==> src/rtl/wb_port_arbiter_pkg.sv <==
// Shared widths and requester indices for the write-back port arbiter.
// Latency: n/a (constants only).
// Backpressure: n/a.
package wb_port_arbiter_pkg;

  localparam int DATA_W_DEF = 32;
  localparam int ADDR_W_DEF = 5;
  localparam int CNT_W_DEF  = 16;

  // Bit positions in the two-entry valid/grant vectors.
  localparam logic REQ_ALU = 1'b0;
  localparam logic REQ_MEM = 1'b1;

endpackage

==> src/rtl/wb_port_arbiter_rr_pick2.sv <==
// Two-way grant picker; round-robin when WB_ARB_RR_EN is defined, else MEM-wins fixed priority.
// Latency: grants are combinational from valids (and the pointer flop in RR mode).
// Backpressure: the loser of a conflict sees grant low until it wins; a grant is never dropped while its valid holds.
module rr_pick2
  import wb_port_arbiter_pkg::*;
(
  input  logic       clk,
  input  logic       rst,
  input  logic [1:0] valid,
  input  logic       xfer,
  output logic [1:0] grant
);

  logic contested;
  assign contested = valid[REQ_ALU] & valid[REQ_MEM];

`ifdef WB_ARB_RR_EN
  // ptr = 0 favours the ALU path, ptr = 1 favours the memory path.
  logic ptr;

  // Uncontested: pass the lone valid through. Contested: pointer decides.
  always_comb begin
    grant = valid;
    if (contested) begin
      grant[REQ_ALU] = ~ptr;
      grant[REQ_MEM] = ptr;
    end
  end

  // Hand priority to the other side after each contested transfer only, so a
  // held valid never loses its grant mid-wait.
  always_ff @(posedge clk or posedge rst) begin
    if (rst) begin
      ptr <= 1'b0;
    end else if (xfer && contested) begin
      ptr <= grant[REQ_ALU];
    end
  end
`else
  // Load path always wins a conflict; no state is needed.
  always_comb begin
    grant = valid;
    if (contested) begin
      grant[REQ_ALU] = 1'b0;
    end
  end

  // Clock, reset and strobe have no consumer in the fixed-priority build.
  logic unused_fixed;
  assign unused_fixed = &{1'b0, clk, rst, xfer};
`endif

endmodule

==> src/rtl/wb_port_arbiter.sv <==
// Shares the register-file write port between the ALU and load return paths; counts conflicts.
// Latency: ready is combinational; wr_en/wr_addr/wr_data follow one cycle after the handshake.
// Backpressure: one requester granted per cycle; the loser holds valid until granted. Build option WB_ARB_RR_EN.
module wb_port_arbiter
  import wb_port_arbiter_pkg::*;
#(
  parameter int DATA_W = DATA_W_DEF,
  parameter int ADDR_W = ADDR_W_DEF,
  parameter int CNT_W  = CNT_W_DEF
) (
  input  logic              clk,
  input  logic              rst,
  input  logic              req0_valid,
  output logic              req0_ready,
  input  logic [ADDR_W-1:0] req0_addr,
  input  logic [DATA_W-1:0] req0_data,
  input  logic              req1_valid,
  output logic              req1_ready,
  input  logic [ADDR_W-1:0] req1_addr,
  input  logic [DATA_W-1:0] req1_data,
  output logic              wr_en,
  output logic [ADDR_W-1:0] wr_addr,
  output logic [DATA_W-1:0] wr_data,
  output logic [CNT_W-1:0]  conflict_cnt
);

  logic [1:0]        valid;
  logic [1:0]        grant;
  logic              xfer;
  logic [ADDR_W-1:0] sel_addr;
  logic [DATA_W-1:0] sel_data;

  assign valid[REQ_ALU] = req0_valid;
  assign valid[REQ_MEM] = req1_valid;

  rr_pick2 u_pick (
    .clk   (clk),
    .rst   (rst),
    .valid (valid),
    .xfer  (xfer),
    .grant (grant)
  );

  assign req0_ready = grant[REQ_ALU];
  assign req1_ready = grant[REQ_MEM];
  assign xfer       = |(valid & grant);

  assign sel_addr = grant[REQ_MEM] ? req1_addr : req0_addr;
  assign sel_data = grant[REQ_MEM] ? req1_data : req0_data;

  // Output stage: capture the winner; writes to x0 are consumed without a pulse.
  always_ff @(posedge clk or posedge rst) begin
    if (rst) begin
      wr_en   <= 1'b0;
      wr_addr <= '0;
      wr_data <= '0;
    end else if (xfer) begin
      wr_en   <= (sel_addr != '0);
      wr_addr <= sel_addr;
      wr_data <= sel_data;
    end else begin
      wr_en   <= 1'b0;
    end
  end

  // Saturating count of cycles where both requesters competed.
  always_ff @(posedge clk or posedge rst) begin
    if (rst) begin
      conflict_cnt <= '0;
    end else if (req0_valid && req1_valid && (conflict_cnt != '1)) begin
      conflict_cnt <= conflict_cnt + CNT_W'(1);
    end
  end

endmodule

==> config.mk <==
export PLATFORM = sky130hd
export DESIGN_NAME = wb_port_arbiter
export DESIGN_NICKNAME = d
export VERILOG_FILES = /design/src/rtl/wb_port_arbiter_pkg.sv /design/src/rtl/wb_port_arbiter_rr_pick2.sv /design/src/rtl/wb_port_arbiter.sv
export SDC_FILE = /design/constraint.sdc
export NUM_CORES = 1
export LEC_CHECK = 0
export CORE_ASPECT_RATIO = 0.9
export CORE_MARGIN = 3
export CORE_UTILIZATION = 40
export CTS_CLUSTER_SIZE = 8
export DETAILED_ROUTE_END_ITERATION = 8
export PLACE_DENSITY_LB_ADDON = 0.3
export SLEW_MARGIN = 20
export SYNTH_ARGS = -nofsm -noshare
export SYNTH_HDL_FRONTEND = slang
export SYNTH_SLANG_ARGS = --single-unit
==> constraint.sdc <==
create_clock -name clk -period 2.2 [get_ports clk]
set_input_delay 0.33 -clock clk [delete_from_list [all_inputs] [get_ports clk]]
set_output_delay 0.33 -clock clk [all_outputs]
set_load 0.02 [all_outputs]
; ---- After elaboration in Yosys (flattened, before gate mapping)
; Index checks and enable logic that the tools add are counted.
[word_totals]
register_bits = 54
latch_bits = 0
ram_bits = 0
romBits = 0
in_bits = 78
mem_count = 0
[op_classes]
add_sub_neg = 1
n_mul = 0
div_mod_pow = 0
order_cmp = 0
eq_ne = 1
n_shift = 0
muxes = 4
bitwise_logic = 2
n_reduce_logical = 4
[ops]
columns = cell, count
row1 = 32-bit 2-to-1 mux, 1
row2 = 16-bit by 1-bit adder with 16-bit output (second input constant), 1
row3 = 16-bit != test (second input constant), 1
row4 = 5-bit 2-to-1 mux, 1
row5 = 5-bit nonzero test, 1
row6 = 2-bit AND, 1
row7 = 1-bit logical AND, 2
row8 = 1-bit 2-to-1 mux, 2
row9 = 2-bit OR reduction, 1
row10 = 1-bit AND, 1

; ---- Longest topological paths before layout
; Gate-level depths: netlist of the first run.
[depth]
depth_word = 5
ltp_mapped = 6
ltp_nobuf = 5

; ---- Modules after synthesis
; Synthesis of the first run repeated with hierarchy kept, for this count alone.
[hier_totals]
hier_cells = 238
hier_area_um2 = 2514.9
[modules_own_cells]
columns = module, instances, cells_per_inst, area_per_inst_um2, seq_area_each_um2
row1 = wb_port_arbiter, 1, 236, 2493.6, 1351.3
row2 = rr_pick2, 1, 2, 21.3, 0.0

; ---- Worst setup path before layout of the first run
; OpenSTA, ideal clock, no wires.
[synth_path]
kind = register to register
startpoint = register conflict_cnt[0]
endpoint = register conflict_cnt[14]
arrival_time_ns = 1.607
t_required_ns = 2.075
setup_slack_ns = 0.468
path_stages_with_launch = 6
path_buffers = 0
period_less_slack_ns = 1.732
path_cell_list = dfrtp_1 > ha_1 > nand3_1 > nor4_2 > nand3_1 > mux2_2
[synth_between]
elab_chain_len = 2
word_cells_on_any_way = 3
[synth_lines]
columns = item, line
row1 = start: declaration, wb_port_arbiter.sv:24  ; output logic [CNT_W-1:0] conflict_cnt
row2 = start signal: assignment, wb_port_arbiter.sv:71  ; conflict_cnt <= conflict_cnt + CNT_W'(1);
row3 = "parallel branches: the longest is 2 deep, another holds 16-bit by 1-bit adder with 16-bit output", --
; Parallel ways; which one is timed is not known.
; A chain may end at the register's enable or synchronous reset.

; ---- Worst setup path in the final report of the first run
[layout_path]
startpoint = register conflict_cnt[12]
endpoint = output conflict_cnt[12]
; No word-level cell between the ends.

==> results of run 1 <==
sequential cells by signal, summed over array words and instances, names as in the netlist:
name / count
wr_addr: 5
wr_data: 32
wr_en: 1
conflict_cnt: 16
cells in the mapped netlist, drive strengths merged, types with 2 or more instances:
library cell	n	area [µm²]
a21oi	6	30.03
mux2	4	48.79
o21ai	38	190.2
xnor2	5	43.79
nor4	2	18.77
clkbuf	8	30.03
xor2	4	35.03
nand4	6	43.79
nand2	41	153.9
and3	4	25.02
nor3	4	31.28
nand3	7	40.04
dfrtp	54	1351
buf	7	37.54
nor2	7	26.28
a31oi	3	18.77
mux2i	36	360.4
inv	3	11.26
worst paths after layout:
check                                 start               end  slack (ps)  depth (start not counted)
max                        conflict_cnt[12]  conflict_cnt[12]         460                          1
min                              req1_valid       wr_data[30]         360                          2
max reg2reg                 conflict_cnt[0]  conflict_cnt[14]         470                          5
min reg2reg                 conflict_cnt[8]   conflict_cnt[8]         520                          1
max in group asynchronous               rst       wr_data[29]        1550                          3
min in group asynchronous               rst        wr_data[0]         410                          3
final cells by class:
| type | count | area [µm²] | area share |
|---|---|---|---|
| repair buffers | 138 | 1371 | 0.3360 |
| multi-input cells | 177 | 1162 | 0.2848 |
| clock buffers | 7 | 76.32 | 0.01870 |
| well taps | 87 | 108.9 | 0.02667 |
| inverters | 3 | 11.26 | 0.002759 |
| flip-flops and latches | 54 | 1351 | 0.3311 |
cells by family (layout without fill, tap and decap cells):
kind of cell               count (synthesis)  after routing  synth area share
DFF                                       54             54            0.5212
xor gates and xnor gates                   9              9           0.03040
muxes                                     40             40            0.1578
adders and majority gates                  1              1          0.004825
AOI/OAI and AO/OA                         49             49            0.1057
buffers and inverters                     18            148           0.03041
and+or+nand+nor                           78             78            0.1496
layer usage:
layer | GRT usage | vias to the layer above | share of wire
met2 | 0.3205 | 83 | 0.48
li1 | - | 1126 | -
met3 | 0.07880 | 2 | 0.093
met1 | 0.2257 | 1045 | 0.42
met4 | 0.03614 | 0 | 0.0046
met5 | 0 | - | 0
power breakdown:
group | leakage, nW | switching (mW) | internal [mW]
registers | 0.668 | 0.117 | 1.11
logic | 1.07 | 0.383 | 0.440
clock network | 0.0383 | 0.299 | 0.220
total | 1.77 | 0.799 | 1.77
==> impl_metrics.ini, run 1 <==
[status]
status = completed

[yosys]
yosysUniqueCellTypes = 34
syn_nets = 328
synth-edff-count = 0
ys.warnings.count = 0
synth_seq_cells = 54
netlist_area_mm2 = 0.002592
synth_area_per_cell_um2 = 10.41
ys_seq_area_frac = 0.5212
synth_flop_cell = dfrtp_1
syn_inst = 249
synth-async-reset-ratio = 1.000

[critical_path]
crit_path_max_incr_delay_ps = 650
worstPathMaxFanout = 8
cp_slowest_cell = clkdlybuf4s50_1
cp_num_buf_inv = 1
critPathRequiredTime_ps = 1870
worstPathCellList = clkdlybuf4s50_1
criticalPathCategory = register to primary output
critical_path_arrival_ps = 1410
cpLargestDelayFamily = buffers and inverters
cp-start-kind = register
worst_setup_path_end_kind = primary output

[worst_hold_path]
hold_path_class = input pin to register

[clocking]
ctsLongestPathBuffers = 2
cts_tree = yes
numCtsBuffers = 5
clk_latency_ps = 290
ctsHoldBuffers = 0
cts_sinks = 54
htree_num_levels = 2
post_cts_resized = 0
root_buffer = clkbuf_8
clkSlewWorstSetupHoldPaths_ps = 90
cts_setup_buffers = 0

[floorplanning]
die_area_mm2 = 0.007485
initial_utilization = 0.4171
dieHeight_um = 82.38
core_mm2 = 0.006216
io_pins = 134
rows = 27
die_width_um = 90.86

[sta]
timing.hold.ws_ps = 356.3
finalSetupViolations = 0
rsz0062_at_grt = no
hold_viol = 0
worstMarginPinSlew_ps = 531.1
clock_skew_ps = 2.758
relSlewSlack = 0.6459
maxSlewViolCount = 0
worst_slack_ps = 459.3
tns_ps = 0
fin_crit_sh = 0.7912
clock.fmax_ghz = 0.5745
finalCriticalPeriod_ps = 1741

[detailed_routing]
vias = 2256
final_antenna_net_count = 0
first_pass_iters = 4
drtIter0Drc = 72
viasPerCell = 4.841
wire_per_inst_um = 14.93
drt_wl_total_mm = 6.957
drcViolationCount = 0

[final_layout]
n_antenna_cell = 0
final_cells = 466
fin_util = 0.6566
fin_area_mm2 = 0.004081
final_nets = 458
fillers = 508
final_common_cell = clkdlybuf4s50_1
drive_above_1_share = 0.05805
areaGrowthSynthToFinish_pct = 57.43
mostFrequentLayoutCells = 131 x clkdlybuf4s50_1, 54 x dfrtp_1, 41 x nand2_1

[power]
finalPower_mw = 2.566
leakagePower_nw = 1.773
power.density_mw_per_mm2 = 628.7
ir_drop_uv = 269.2

[place]
pre_cts_ws_ps = 486.7
numPlacedInstances = 459
place_congestion = 0.8214
dp_hpwl_mm = 5.392
dpl-instance-area_mm2 = 0.004005
io_buffers = 133

[global_route]
antenna_found_initial = 0
grt-ovfl-total = 0
grt_max_degree = 68
groute.usage.overall = 0.1871
grt_pass1_wl_mm = 11.21
grt_pass1_vias = 2336

[run]
cap_violations = 0
No activity file was read; power rests on OpenSTA's default activity.
==> run 2: changes to the inputs <==
==> constraint.sdc (replaced) <==
create_clock -name clk -period 1.8 [get_ports clk]
set_input_delay 0.27 -clock clk [delete_from_list [all_inputs] [get_ports clk]]
set_output_delay 0.27 -clock clk [all_outputs]
set_load 0.02 [all_outputs]
==> impl_metrics.ini, run 2 (same netlist as run 1, synthesis figures left out) <==
[critical_path]
criticalPathCategory = register to primary output
r2r-end = conflict_cnt[7]
reg2reg_depth = 5
cp-start-kind = register
critPathRequiredTime_ps = 1530
critical_path_arrival_ps = 1420
endpoint = conflict_cnt[13]
r2r_slack_ps = 130
crit_start = conflict_cnt[13]
worstPathMaxFanout = 5
worst_setup_path_end_kind = primary output
r2r-start = conflict_cnt[1]

[detailed_routing]
drt_wl_total_mm = 7.086
wl_met3_um = 681
drtIter0Drc = 84
wire_per_inst_um = 15.04
routedLengthMet1_mm = 2.947
viasPerCell = 4.979
top_layer = met4
first_pass_iters = 4
dr_wl_met2_mm = 3.416
drcViolationCount = 0
vias = 2345
final_antenna_net_count = 0

[sta]
hold_viol = 0
clock.fmax_ghz = 0.5900
clock_skew_ps = 3.091
fin_crit_sh = 0.9416
finalCriticalPeriod_ps = 1695
worstMarginPinSlew_ps = 365.3
rsz0062_at_grt = no
tns_ps = 0
maxSlewViolCount = 0
finalSetupViolations = 0
timing.hold.ws_ps = 247.6
worst_slack_ps = 105.1
relSlewSlack = 0.7555

[power]
leakagePower_nw = 1.833
power.density_mw_per_mm2 = 804.4
ir_drop_uv = 468.7

[final_layout]
drive_above_1_share = 0.07813
final_nets = 463
largestRegisters = wr_data: 32 flops, conflict_cnt: 16 flops, wr_addr: 5 flops
fin_util = 0.6707
largest_reg_flops = 32
final_common_cell = clkdlybuf4s50_1
mostFrequentLayoutCells = 131 x clkdlybuf4s50_1, 54 x dfrtp_1, 41 x nand2_1
n_antenna_cell = 0
fin_area_mm2 = 0.004169
top_register = wr_data
areaGrowthSynthToFinish_pct = 60.81

[status]
status = completed

[clocking]
cts_setup_buffers = 0
cts_sinks = 54
root_buffer = clkbuf_8
numCtsBuffers = 5
cts_tree = yes
clkSlewWorstSetupHoldPaths_ps = 90
clk_latency_ps = 290
htree_num_levels = 2
ctsLongestPathBuffers = 2

[place]
place_congestion = 0.8045
pre_cts_ws_ps = 113.6
dpl-instance-area_mm2 = 0.004043
dp_hpwl_mm = 5.568
io_buffers = 133

[global_route]
grt_max_degree = 36
grt_pass1_vias = 2367
antenna_found_initial = 0
grt-ovfl-total = 0
groute.usage.overall = 0.1925
grt_pass1_wl_mm = 11.53

[floorplanning]
die_width_um = 90.86
dieHeight_um = 82.38
die_area_mm2 = 0.007485
io_pins = 134
core_mm2 = 0.006216
rows = 27
initial_utilization = 0.4171

[run]
cap_violations = 0

[worst_hold_path]
hold_path_class = input pin to asynchronous set/reset pin
[run 2: how the worst min path moves through the flow]
stage | end | slack [ps] | cells past startpoint
floorplan | wr_addr[2] | 390 | 2
global placement | conflict_cnt[11] | 500 | 1
detailed placement | conflict_cnt[11] | 510 | 1
CTS | wr_data[0] | 250 | 2
global route | conflict_cnt[12] | 270 | 2
finish | wr_data[0] | 250 | 2
[run 2: critical path: stages (launching register included)]
cell and delay, ps:
dfrtp_1 390, buf_4 150, clkdlybuf4s50_1 600
[run 2: cell type report]
type / count / area, µm²
clock inverter: 1 / 30.03
multi-input combinational: 177 / 1176
tap: 87 / 108.9
inverter: 3 / 11.26
clock buffer: 6 / 82.58
fill: 503 / 2047
timing repair buffer: 143 / 1409
sequential: 54 / 1351
[run 2: routing by layer]
metal | GRT usage | up-vias
met5 | 0 | -
met1 | 0.2340 | 1102
met3 | 0.07609 | 4
li1 | - | 1138
met4 | 0.03614 | 0
met2 | 0.3316 | 101
[run 2: repair_timing]
action / CTS / global route
endpoints found under the hold margin: 0 / 0
hold buffers: 0 / 0
resized for setup: 0 / 2
endpoints found under the setup margin: 0 / 1
[run 2: power breakdown]
group          internal [mW]  switching (mW)  leakage, nW  total (mW)
clock                  0.445           0.373       0.0573       0.818
combinational          0.558           0.487         1.11        1.05
sequential              1.35           0.137        0.668        1.49
total                   2.36           0.998         1.83        3.35
[run 2: metrics by stage]
step           power (mW)  std cells
3_5_place_dp        2.555        464
6_report            3.354        471
2_1_floorplan       1.969        249
3_3_place_gp        2.526        464
5_1_grt             3.516        471
4_1_cts             3.384        471
